$ cat config.mk
export PLATFORM = sky130hd
export DESIGN_NAME = cu_seq_ctrl_flat
export DESIGN_NICKNAME = d
export VERILOG_FILES = /design/src/rtl/cu_pkg.sv /design/src/rtl/cu_seq_ctrl_if.sv /design/src/rtl/cu_cond_eval.sv /design/src/rtl/cu_seq_ctrl.sv /design/src/flat_wrapper.sv
export SDC_FILE = /design/constraint.sdc
export NUM_CORES = 1
export LEC_CHECK = 0
export ABC_AREA = 1
export BUFFER_PORTS_ARGS = -buffer_cell sky130_fd_sc_hd__buf_2
export CAP_MARGIN = 10
export CORE_ASPECT_RATIO = 1.1
export CORE_MARGIN = 2
export CORE_UTILIZATION = 35
export DETAILED_ROUTE_END_ITERATION = 8
export PLACE_DENSITY = 0.75
export REMOVE_ABC_BUFFERS = 1
export SYNTH_ARGS = -nofsm -noshare
export SYNTH_HDL_FRONTEND = slang
export SYNTH_HIERARCHICAL = 1
export SYNTH_SLANG_ARGS = --single-unit
$ cat constraint.sdc
create_clock -name Clk -period 1.4 [get_ports Clk]
set_clock_uncertainty 0.05 [all_clocks]
set_input_delay 0.14 -clock Clk [delete_from_list [all_inputs] [get_ports Clk]]
set_output_delay 0.14 -clock Clk [all_outputs]
set_load 0.005 [all_outputs]
$ cat src/rtl/cu_pkg.sv
// rtl/cu_pkg.sv - shared types and constants for the cu_seq_ctrl control sequencer
//
// Purpose: state and condition-code encodings, ALU opcode constants, register
// select constants and the packed strobe bundle used by the sequencer.
// Ports: none (package).
package cu_pkg;

  // Sequencer states, 4-bit encoding; the four spare codes decode to FAULT.
  typedef enum logic [3:0] {
    S_FETCH  = 4'd0,
    S_PCINC  = 4'd1,
    S_FWAIT  = 4'd2,
    S_IRLD   = 4'd3,
    S_COND   = 4'd4,
    S_DP     = 4'd5,
    S_LSADDR = 4'd6,
    S_LSDATA = 4'd7,
    S_LSMEM  = 4'd8,
    S_LSWB   = 4'd9,
    S_BR     = 4'd10,
    S_FAULT  = 4'd11
  } state_e;

  // ARM condition field IR[31:28].
  typedef enum logic [3:0] {
    CC_EQ = 4'd0,
    CC_NE = 4'd1,
    CC_CS = 4'd2,
    CC_CC = 4'd3,
    CC_MI = 4'd4,
    CC_PL = 4'd5,
    CC_VS = 4'd6,
    CC_VC = 4'd7,
    CC_HI = 4'd8,
    CC_LS = 4'd9,
    CC_GE = 4'd10,
    CC_LT = 4'd11,
    CC_GT = 4'd12,
    CC_LE = 4'd13,
    CC_AL = 4'd14,
    CC_NV = 4'd15
  } cond_e;

  // ALU operations issued by the sequencer itself (DP uses IR[24:21] directly).
  localparam int OP_SUB   = 2;
  localparam int OP_ADD   = 4;
  localparam int OP_INC4  = 17;
  localparam int OP_BRADD = 18;

  // Register-file select values driven on CU when IR_CU is high.
  localparam logic [3:0] CU_PC = 4'b1111;
  localparam logic [3:0] CU_RD = 4'b1110;

  // Single-bit datapath strobes, bundled so the decoder can default them at once.
  typedef struct packed {
    logic ir_cu;
    logic rfload;
    logic pcload;
    logic srload;
    logic srenabled;
    logic alustore;
    logic mfa;
    logic word_byte;
    logic read_write;
    logic irload;
    logic mbrload;
    logic mbrstore;
    logic marload;
  } strobe_t;

endpackage

$ cat src/rtl/cu_seq_ctrl_if.sv
// rtl/cu_seq_ctrl_if.sv - sequencer <-> datapath/memory signal bundle
//
// Purpose: groups the instruction/status inputs, the memory handshake and all
// datapath control strobes of cu_seq_ctrl.
// Ports (master = sequencer side):
//   in : MFC (memory function complete), IR[DATA_W], SR[4] {N,Z,C,V}
//   out: IR_CU, RFLOAD, PCLOAD, SRLOAD, SRENABLED, ALUSTORE, MFA, WORD_BYTE,
//        READ_WRITE, IRLOAD, MBRLOAD, MBRSTORE, MARLOAD, opcode[OPC_W], CU[4],
//        instr_done, fault
interface cu_seq_ctrl_if #(
  parameter int DATA_W = 32,
  parameter int OPC_W  = 5
);

  logic              MFC;
  logic [DATA_W-1:0] IR;
  logic [3:0]        SR;

  logic              IR_CU;
  logic              RFLOAD;
  logic              PCLOAD;
  logic              SRLOAD;
  logic              SRENABLED;
  logic              ALUSTORE;
  logic              MFA;
  logic              WORD_BYTE;
  logic              READ_WRITE;
  logic              IRLOAD;
  logic              MBRLOAD;
  logic              MBRSTORE;
  logic              MARLOAD;
  logic [OPC_W-1:0]  opcode;
  logic [3:0]        CU;
  logic              instr_done;
  logic              fault;

  modport master (
    input  MFC, IR, SR,
    output IR_CU, RFLOAD, PCLOAD, SRLOAD, SRENABLED, ALUSTORE, MFA, WORD_BYTE,
           READ_WRITE, IRLOAD, MBRLOAD, MBRSTORE, MARLOAD, opcode, CU,
           instr_done, fault
  );

  modport slave (
    output MFC, IR, SR,
    input  IR_CU, RFLOAD, PCLOAD, SRLOAD, SRENABLED, ALUSTORE, MFA, WORD_BYTE,
           READ_WRITE, IRLOAD, MBRLOAD, MBRSTORE, MARLOAD, opcode, CU,
           instr_done, fault
  );

endinterface

$ cat src/rtl/cu_cond_eval.sv
// rtl/cu_cond_eval.sv - ARM condition-code evaluator
//
// Purpose: decides whether an instruction executes, from its condition field
// and the current status flags. Purely combinational.
// Ports:
//   cond[4] in  : IR[31:28]
//   sr[4]   in  : flags {N,Z,C,V}, N at bit 3
//   pass    out : 1 when the instruction should execute
module cu_cond_eval
  import cu_pkg::*;
(
  input  logic [3:0] cond,
  input  logic [3:0] sr,
  output logic       pass
);

  logic n, z, c, v;

  assign n = sr[3];
  assign z = sr[2];
  assign c = sr[1];
  assign v = sr[0];

  always_comb begin
    pass = 1'b0;
    case (cond)
      CC_EQ:   pass = z;
      CC_NE:   pass = ~z;
      CC_CS:   pass = c;
      CC_CC:   pass = ~c;
      CC_MI:   pass = n;
      CC_PL:   pass = ~n;
      CC_VS:   pass = v;
      CC_VC:   pass = ~v;
      CC_HI:   pass = c & ~z;
      CC_LS:   pass = ~c | z;
      CC_GE:   pass = (n == v);
      CC_LT:   pass = (n != v);
      CC_GT:   pass = ~z & (n == v);
      CC_LE:   pass = z | (n != v);
      CC_AL:   pass = 1'b1;
      default: pass = 1'b0;
    endcase
  end

endmodule

$ cat src/rtl/cu_seq_ctrl.sv
// rtl/cu_seq_ctrl.sv - multi-cycle fetch/decode/execute control sequencer
//
// Purpose: Moore-style sequencer driving PC/MAR/MBR/IR/register-file/ALU/status
// strobes and the MFA/MFC memory handshake for data-processing, load/store
// and branch instructions.
// Ports:
//   Clk   in : clock, rising edge active
//   Reset in : asynchronous, active-high; forces FETCH and zeroes all outputs
//   bus      : cu_seq_ctrl_if.master (MFC/IR/SR in, strobes/opcode/CU/
//              instr_done/fault out)
// Optional feature: CU_MEM_TIMEOUT_EN adds a memory-wait watchdog that moves
// to FAULT once a wait has lasted WAIT_MAX cycles without MFC.
module cu_seq_ctrl
  import cu_pkg::*;
#(
  parameter int DATA_W   = 32,
  parameter int OPC_W    = 5,
  parameter int WAIT_MAX = 15
) (
  input  logic         Clk,
  input  logic         Reset,
  cu_seq_ctrl_if.master bus
);

  state_e           state;
  state_e           state_nxt;
  strobe_t          ctl;
  logic [OPC_W-1:0] opc;
  logic [3:0]       cu;
  logic             done;
  logic             cond_pass;
  logic             wait_tmo;

  // Only IR[31:20] is decoded; the remaining bits belong to the datapath.
  logic unused_ir_bits;
  assign unused_ir_bits = ^bus.IR;

  cu_cond_eval u_cond (
    .cond (bus.IR[31:28]),
    .sr   (bus.SR),
    .pass (cond_pass)
  );

`ifdef CU_MEM_TIMEOUT_EN
  localparam int CNT_W = (WAIT_MAX < 1) ? 1 : $clog2(WAIT_MAX + 1);

  logic [CNT_W-1:0] wait_cnt;
  logic             in_wait;

  assign in_wait  = (state == S_FWAIT) || (state == S_LSMEM);
  // MFC arriving in the limit cycle still completes the access.
  assign wait_tmo = in_wait && !bus.MFC && (wait_cnt == CNT_W'(WAIT_MAX));

  // Held at zero outside wait states, so it always starts from 0 on entry.
  always_ff @(posedge Clk or posedge Reset) begin
    if (Reset) begin
      wait_cnt <= '0;
    end else if (!in_wait) begin
      wait_cnt <= '0;
    end else if (!bus.MFC && !wait_tmo) begin
      wait_cnt <= wait_cnt + 1'b1;
    end
  end
`else
  localparam int unused_wait_max = WAIT_MAX;
  assign wait_tmo = 1'b0;
`endif

  always_ff @(posedge Clk or posedge Reset) begin
    if (Reset) begin
      state <= S_FETCH;
    end else begin
      state <= state_nxt;
    end
  end

  always_comb begin
    ctl       = '0;
    opc       = '0;
    cu        = '0;
    done      = 1'b0;
    state_nxt = state;
    case (state)
      S_FETCH: begin
        ctl.ir_cu   = 1'b1;
        cu          = CU_PC;
        ctl.marload = 1'b1;
        state_nxt   = S_PCINC;
      end
      S_PCINC: begin
        ctl.ir_cu  = 1'b1;
        cu         = CU_PC;
        opc        = OPC_W'(OP_INC4);
        ctl.pcload = 1'b1;
        state_nxt  = S_FWAIT;
      end
      S_FWAIT: begin
        ctl.mfa        = 1'b1;
        ctl.read_write = 1'b1;
        ctl.word_byte  = 1'b1;
        ctl.mbrload    = 1'b1;
        if (bus.MFC) begin
          state_nxt = S_IRLD;
        end else if (wait_tmo) begin
          state_nxt = S_FAULT;
        end
      end
      S_IRLD: begin
        ctl.irload = 1'b1;
        state_nxt  = S_COND;
      end
      S_COND: begin
        if (!cond_pass) begin
          // A skipped instruction still retires so instr_done counts every word.
          done      = 1'b1;
          state_nxt = S_FETCH;
        end else begin
          casez (bus.IR[27:25])
            3'b00?:  state_nxt = S_DP;
            3'b01?:  state_nxt = S_LSADDR;
            3'b101:  state_nxt = S_BR;
            default: state_nxt = S_FAULT;
          endcase
        end
      end
      S_DP: begin
        opc           = OPC_W'(bus.IR[24:21]);
        ctl.srenabled = 1'b1;
        ctl.alustore  = 1'b1;
        ctl.srload    = bus.IR[20];
        // TST/TEQ/CMP/CMN only set flags and never write a register.
        ctl.rfload    = (bus.IR[24:23] != 2'b10);
        done          = 1'b1;
        state_nxt     = S_FETCH;
      end
      S_LSADDR: begin
        opc          = bus.IR[23] ? OPC_W'(OP_ADD) : OPC_W'(OP_SUB);
        ctl.alustore = 1'b1;
        ctl.marload  = 1'b1;
        state_nxt    = bus.IR[20] ? S_LSMEM : S_LSDATA;
      end
      S_LSDATA: begin
        ctl.ir_cu   = 1'b1;
        cu          = CU_RD;
        ctl.mbrload = 1'b1;
        state_nxt   = S_LSMEM;
      end
      S_LSMEM: begin
        ctl.mfa        = 1'b1;
        ctl.read_write = bus.IR[20];
        ctl.word_byte  = ~bus.IR[22];
        if (bus.MFC) begin
          if (bus.IR[20]) begin
            state_nxt = S_LSWB;
          end else begin
            done      = 1'b1;
            state_nxt = S_FETCH;
          end
        end else if (wait_tmo) begin
          state_nxt = S_FAULT;
        end
      end
      S_LSWB: begin
        ctl.mbrstore = 1'b1;
        ctl.rfload   = 1'b1;
        done         = 1'b1;
        state_nxt    = S_FETCH;
      end
      S_BR: begin
        ctl.ir_cu  = 1'b1;
        cu         = CU_PC;
        opc        = OPC_W'(OP_BRADD);
        ctl.pcload = 1'b1;
        done       = 1'b1;
        state_nxt  = S_FETCH;
      end
      S_FAULT: begin
        state_nxt = S_FAULT;
      end
      default: begin
        state_nxt = S_FAULT;
      end
    endcase
  end

  // Reset gates the outputs combinationally so they drop the moment it rises,
  // not at the next clock.
  assign bus.IR_CU      = ctl.ir_cu      & ~Reset;
  assign bus.RFLOAD     = ctl.rfload     & ~Reset;
  assign bus.PCLOAD     = ctl.pcload     & ~Reset;
  assign bus.SRLOAD     = ctl.srload     & ~Reset;
  assign bus.SRENABLED  = ctl.srenabled  & ~Reset;
  assign bus.ALUSTORE   = ctl.alustore   & ~Reset;
  assign bus.MFA        = ctl.mfa        & ~Reset;
  assign bus.WORD_BYTE  = ctl.word_byte  & ~Reset;
  assign bus.READ_WRITE = ctl.read_write & ~Reset;
  assign bus.IRLOAD     = ctl.irload     & ~Reset;
  assign bus.MBRLOAD    = ctl.mbrload    & ~Reset;
  assign bus.MBRSTORE   = ctl.mbrstore   & ~Reset;
  assign bus.MARLOAD    = ctl.marload    & ~Reset;
  assign bus.opcode     = Reset ? '0 : opc;
  assign bus.CU         = Reset ? 4'b0000 : cu;
  assign bus.instr_done = done & ~Reset;
  assign bus.fault      = (state == S_FAULT) & ~Reset;

endmodule

$ cat src/flat_wrapper.sv
// flat-port wrapper written by rule: the top's interface ports become plain ports
module cu_seq_ctrl_flat import cu_pkg::*;
#(
  parameter int DATA_W   = 32,
  parameter int OPC_W    = 5,
  parameter int WAIT_MAX = 15
)
  (Clk, Reset, bus_MFC, bus_IR, bus_SR, bus_IR_CU, bus_RFLOAD, bus_PCLOAD, bus_SRLOAD, bus_SRENABLED, bus_ALUSTORE, bus_MFA, bus_WORD_BYTE, bus_READ_WRITE, bus_IRLOAD, bus_MBRLOAD, bus_MBRSTORE, bus_MARLOAD, bus_opcode, bus_CU, bus_instr_done, bus_fault);
  cu_seq_ctrl_if #(.DATA_W(DATA_W), .OPC_W(OPC_W)) bus_i ();
  input  logic Clk;
  input  logic Reset;
  input wire logic [$bits(bus_i.MFC)-1:0] bus_MFC;
  input wire logic [$bits(bus_i.IR)-1:0] bus_IR;
  input wire logic [$bits(bus_i.SR)-1:0] bus_SR;
  output wire logic [$bits(bus_i.IR_CU)-1:0] bus_IR_CU;
  output wire logic [$bits(bus_i.RFLOAD)-1:0] bus_RFLOAD;
  output wire logic [$bits(bus_i.PCLOAD)-1:0] bus_PCLOAD;
  output wire logic [$bits(bus_i.SRLOAD)-1:0] bus_SRLOAD;
  output wire logic [$bits(bus_i.SRENABLED)-1:0] bus_SRENABLED;
  output wire logic [$bits(bus_i.ALUSTORE)-1:0] bus_ALUSTORE;
  output wire logic [$bits(bus_i.MFA)-1:0] bus_MFA;
  output wire logic [$bits(bus_i.WORD_BYTE)-1:0] bus_WORD_BYTE;
  output wire logic [$bits(bus_i.READ_WRITE)-1:0] bus_READ_WRITE;
  output wire logic [$bits(bus_i.IRLOAD)-1:0] bus_IRLOAD;
  output wire logic [$bits(bus_i.MBRLOAD)-1:0] bus_MBRLOAD;
  output wire logic [$bits(bus_i.MBRSTORE)-1:0] bus_MBRSTORE;
  output wire logic [$bits(bus_i.MARLOAD)-1:0] bus_MARLOAD;
  output wire logic [$bits(bus_i.opcode)-1:0] bus_opcode;
  output wire logic [$bits(bus_i.CU)-1:0] bus_CU;
  output wire logic [$bits(bus_i.instr_done)-1:0] bus_instr_done;
  output wire logic [$bits(bus_i.fault)-1:0] bus_fault;
  assign bus_i.MFC = bus_MFC;
  assign bus_i.IR = bus_IR;
  assign bus_i.SR = bus_SR;
  assign bus_IR_CU = bus_i.IR_CU;
  assign bus_RFLOAD = bus_i.RFLOAD;
  assign bus_PCLOAD = bus_i.PCLOAD;
  assign bus_SRLOAD = bus_i.SRLOAD;
  assign bus_SRENABLED = bus_i.SRENABLED;
  assign bus_ALUSTORE = bus_i.ALUSTORE;
  assign bus_MFA = bus_i.MFA;
  assign bus_WORD_BYTE = bus_i.WORD_BYTE;
  assign bus_READ_WRITE = bus_i.READ_WRITE;
  assign bus_IRLOAD = bus_i.IRLOAD;
  assign bus_MBRLOAD = bus_i.MBRLOAD;
  assign bus_MBRSTORE = bus_i.MBRSTORE;
  assign bus_MARLOAD = bus_i.MARLOAD;
  assign bus_opcode = bus_i.opcode;
  assign bus_CU = bus_i.CU;
  assign bus_instr_done = bus_i.instr_done;
  assign bus_fault = bus_i.fault;
  cu_seq_ctrl #(.DATA_W(DATA_W), .OPC_W(OPC_W), .WAIT_MAX(WAIT_MAX)) u_core (.Clk(Clk), .Reset(Reset), .bus(bus_i));
endmodule
==> impl_results.md <==
* First DRT Iteration DRCs at 17
* Number of distinct standard cells referenced by the synthesized netlist at 21
* Vias in the first global route at between 1,000 and 1,500
* Share of the cycle needed by the critical path after routing at 119.6%
* Hold slack final at 0.1323 ns
* Floorplan die height at 54.13 um
* Maximum number of pins on one net before global-route repair at 17
* Critical path cell sequence: inv_4, nand2_4, nor3_4, buf_4, nor2_1, nor2_1, buf_2
* Die ar. at around 2700 um^2
* Starting density of the core at between 30 and 40%
* Worst Path Arrival at about 1.5 ns
* Die extent in x at around 50 um
* Worst slew pin tran at ~0.28 ns
* Outcome: finished, violations left
* Highest fanout seen on the critical path at 5
* Io pins at 63
* Slowest cell delay on critical path at approximately 0.46 ns
* Sequential cell area at between 100 and 150 um^2
* Buffer type at the clock tree root: sky130_fd_sc_hd__clkbuf_4
* Met3 track utilization from global routing at ~1.1%
* Warning count from the yosys run at 6
* Seq/Total Area, Yosys at between 10% and 20%
* Instance count after placement with tap cells included at approximately 250
* Global-route wire length before repair at approximately 4200 um
* Cell mode on critical path: sky130_fd_sc_hd__nor2_1
* Pwr/cell area at 1564 nW/um^2
* Final routed wire length divided by cell count at roughly 10 um
* Total routing resource utilization after global routing at around a fifth
* Net count, final at 270
* Worst Path Required at 1.21 ns
* Post-synthesis instance area at ~800 um^2
* Post-route antenna net violation count at 0
* Initial antenna violation count at 0
* Max-cap violation count at 0
* Fraction of met1 tracks used by global routing at roughly 21%
* Lkg Pwr at just over 0.8 nW
* Detailed Place HPWL at ~2000 um
* Capturing element type of the critical path: output port
* Yosys reg bits at 4
* Via-to-Cell Ratio at approximately 4.9
* Critical Path Slowest Stage Cell: sky130_fd_sc_hd__dfrtp_2
* Final period demand of the worst path at between 1.5 and 2 ns
* Final std cells w/o fill at roughly 260
* Register containing the most flip-flops in the final layout: u_core/state
* Setup WS post-layout at -0.2749 ns
* Number of fill cells in the layout at 229
* RD Place Congestion at about 0.95
* Worst slew margin at between 80 and 90%
* Path type of the worst min-delay path: primary input to flip-flop
* Met2 usage in global routing at 42.00%
* Share of cells above drive strength 1 at about two fifths
* Post-Route WL at 2654 um
* Top Registers: u_core/state (4)
* Count of endpoints failing setup in the final report at 24
* Global route hottest layer: met2
* Antenna cell count at 0
* Launching element type of the critical path: flip-flop
* Final Hold Fails at 0
* Final Max Slew Viols at 0
* Count of buffers from port buffering at 42
* Worst setup slack after placement at -0.1192 ns
* Violated checks: negative setup slack
* Max FFs per register at 4
* Unrepaired setup endpoints after global routing: true
* Total overflow reported by the global router at 0
* Std-Cell Core Area at approximately 2200 um^2
* Share of the core filled with cells at between 60% and 70%
* Fmax achieved at roughly 600 MHz
* TritonCTS buffer count at 3
* Clock transition at the registers of the reported paths at 0.04 ns
* Count of unresolved DRC violations after routing at 0
* Site row count at 18
* Router iterations before antenna repair at 4
* Insertion delay of the later-clocked pin in the worst-skew pair at between 0.2 and 0.25 ns
* Gate count of the mapped netlist at about 170
* Overall via count from detail_route at between 1,000 and 1,500
* Synth-to-Final Area Change at 66.04%
* VDD IR-drop max at roughly 0.65 mV
* Syn avg cell area at 4.846 um^2
* Final std cell area, no fill at ~1300 um^2
* Multi-input logic area at 658.1 um^2
* TritonCTS clock tree: built
* Clock sinks at 4
* Classification of the worst setup path: flip-flop to output port
* Number of buffers between clock root and the deepest sink at 2
* Maximum level of the CTS H-tree at 1
* Area of placed instances at 1145 um^2
[through the flow]
step	setup TNS, ns	total power, mW
after global routing	-6.697	2.281
final	-4.034	2.077
after global placement	-0.5597	1.440
after floorplan	0	0.8723
after detailed placement	-0.7780	1.457
after CTS	-3.763	1.872
[where the power goes]
part | internal, mW | total (mW) | switching, mW
clock | 0.0959 | 0.144 | 0.0477
sequential | 0.179 | 0.283 | 0.104
combinational | 0.790 | 1.65 | 0.860
total | 1.06 | 2.08 | 1.01
[logic make-up (layout without fill, tap and decap cells)]
| family | count (synthesis) | after routing | synth area share (%) |
|---|---|---|---|
| compound gates | 20 | 20 | 13.93 |
| simple gates | 109 | 109 | 57.59 |
| buf+inv | 32 | 96 | 15.96 |
| flops | 4 | 4 | 12.52 |
[cells in the mapped netlist]
library cell	count	area, um^2
sky130_fd_sc_hd__nor3_1	2	10.01
sky130_fd_sc_hd__nor4_1	1	6.260
sky130_fd_sc_hd__nor2_1	28	105.1
sky130_fd_sc_hd__o211ai_1	2	15.01
sky130_fd_sc_hd__clkbuf_1	2	7.510
sky130_fd_sc_hd__a21oi_1	12	60.06
sky130_fd_sc_hd__clkinv_1	2	7.510
sky130_fd_sc_hd__nand2_2	2	12.51
sky130_fd_sc_hd__inv_2	3	11.26
sky130_fd_sc_hd__o21ai_1	2	10.01
sky130_fd_sc_hd__a21boi_1	1	7.510
sky130_fd_sc_hd__a21oi_2	1	8.760
sky130_fd_sc_hd__nand2_1	51	191.4
sky130_fd_sc_hd__o21ai_0	2	10.01
sky130_fd_sc_hd__dfrtp_1	4	100.1
sky130_fd_sc_hd__inv_1	23	86.33
sky130_fd_sc_hd__nor2_2	4	25.02
sky130_fd_sc_hd__nand3_1	18	90.09
sky130_fd_sc_hd__buf_4	2	15.01
sky130_fd_sc_hd__nand4_1	2	12.51
sky130_fd_sc_hd__nand3b_1	1	7.510
[worst max-delay path: cells and delay by family (launching register included)]
family                 cells  cell delay [ns]
and+or+nand+nor            4             0.42
DFF                        1             0.46
buffers and inverters      3             0.37
[worst paths after layout]
check	startpoint	to	slack, ns	depth (start not counted)
min reg2reg	u_core/state[0]$_DFFE_PP0P_	u_core/state[2]$_DFFE_PP0P_	0.65	3
max	u_core/state[1]$_DFFE_PP0P_	bus_MARLOAD	-0.27	7
max reg2reg	u_core/state[1]$_DFFE_PP0P_	u_core/state[0]$_DFFE_PP0P_	-0.05	7
min in group asynchronous	Reset	u_core/state[1]$_DFFE_PP0P_	0.52	3
min	bus_IR[26]	u_core/state[1]$_DFFE_PP0P_	0.13	3
max in group asynchronous	Reset	u_core/state[2]$_DFFE_PP0P_	0.61	3
[final cells by class]
type	instances	area share, %
Multi-Input combinational cell	129	49.58
Timing Repair Buffer	65	29.59
Inverter	28	8.483
Sequential cell	4	7.823
Tap cell	30	2.828
Clock buffer	3	1.697
[metal layers]
metal,vias up,wire length [um]
li1,649,-
met3,4,144
met2,48,1456
met5,-,0
met1,557,1018
met4,0,34
[layout by cell type (no fill, tap or decap), types with 2 or more instances in the layout]
cell type and count:
sky130_fd_sc_hd__nand2_1 44, sky130_fd_sc_hd__nor2_4 6, sky130_fd_sc_hd__nand3_1 17, sky130_fd_sc_hd__inv_4 3
sky130_fd_sc_hd__o21ai_1 3, sky130_fd_sc_hd__buf_2 42, sky130_fd_sc_hd__o211ai_1 2, sky130_fd_sc_hd__clkinv_1 2
sky130_fd_sc_hd__a21oi_2 2, sky130_fd_sc_hd__nand2_2 8, sky130_fd_sc_hd__inv_1 22, sky130_fd_sc_hd__buf_4 20
sky130_fd_sc_hd__clkbuf_4 3, sky130_fd_sc_hd__nor2_1 24, sky130_fd_sc_hd__nor2_2 2, sky130_fd_sc_hd__a21oi_1 11
sky130_fd_sc_hd__dfrtp_2 3, sky130_fd_sc_hd__nand4_1 2, sky130_fd_sc_hd__buf_6 2
[what timing repair did]
item / CTS / global route
endpoints found under the setup margin: 24 / 26
hold buffers: 1 / 0
cloned: 0 / 0
endpoints found under the hold margin: 4 / 0
buffers inserted: 4 / 2
gates resized for setup: 22 / 11
pin swaps: 2 / 6
(Power assumes the default switching activity.)
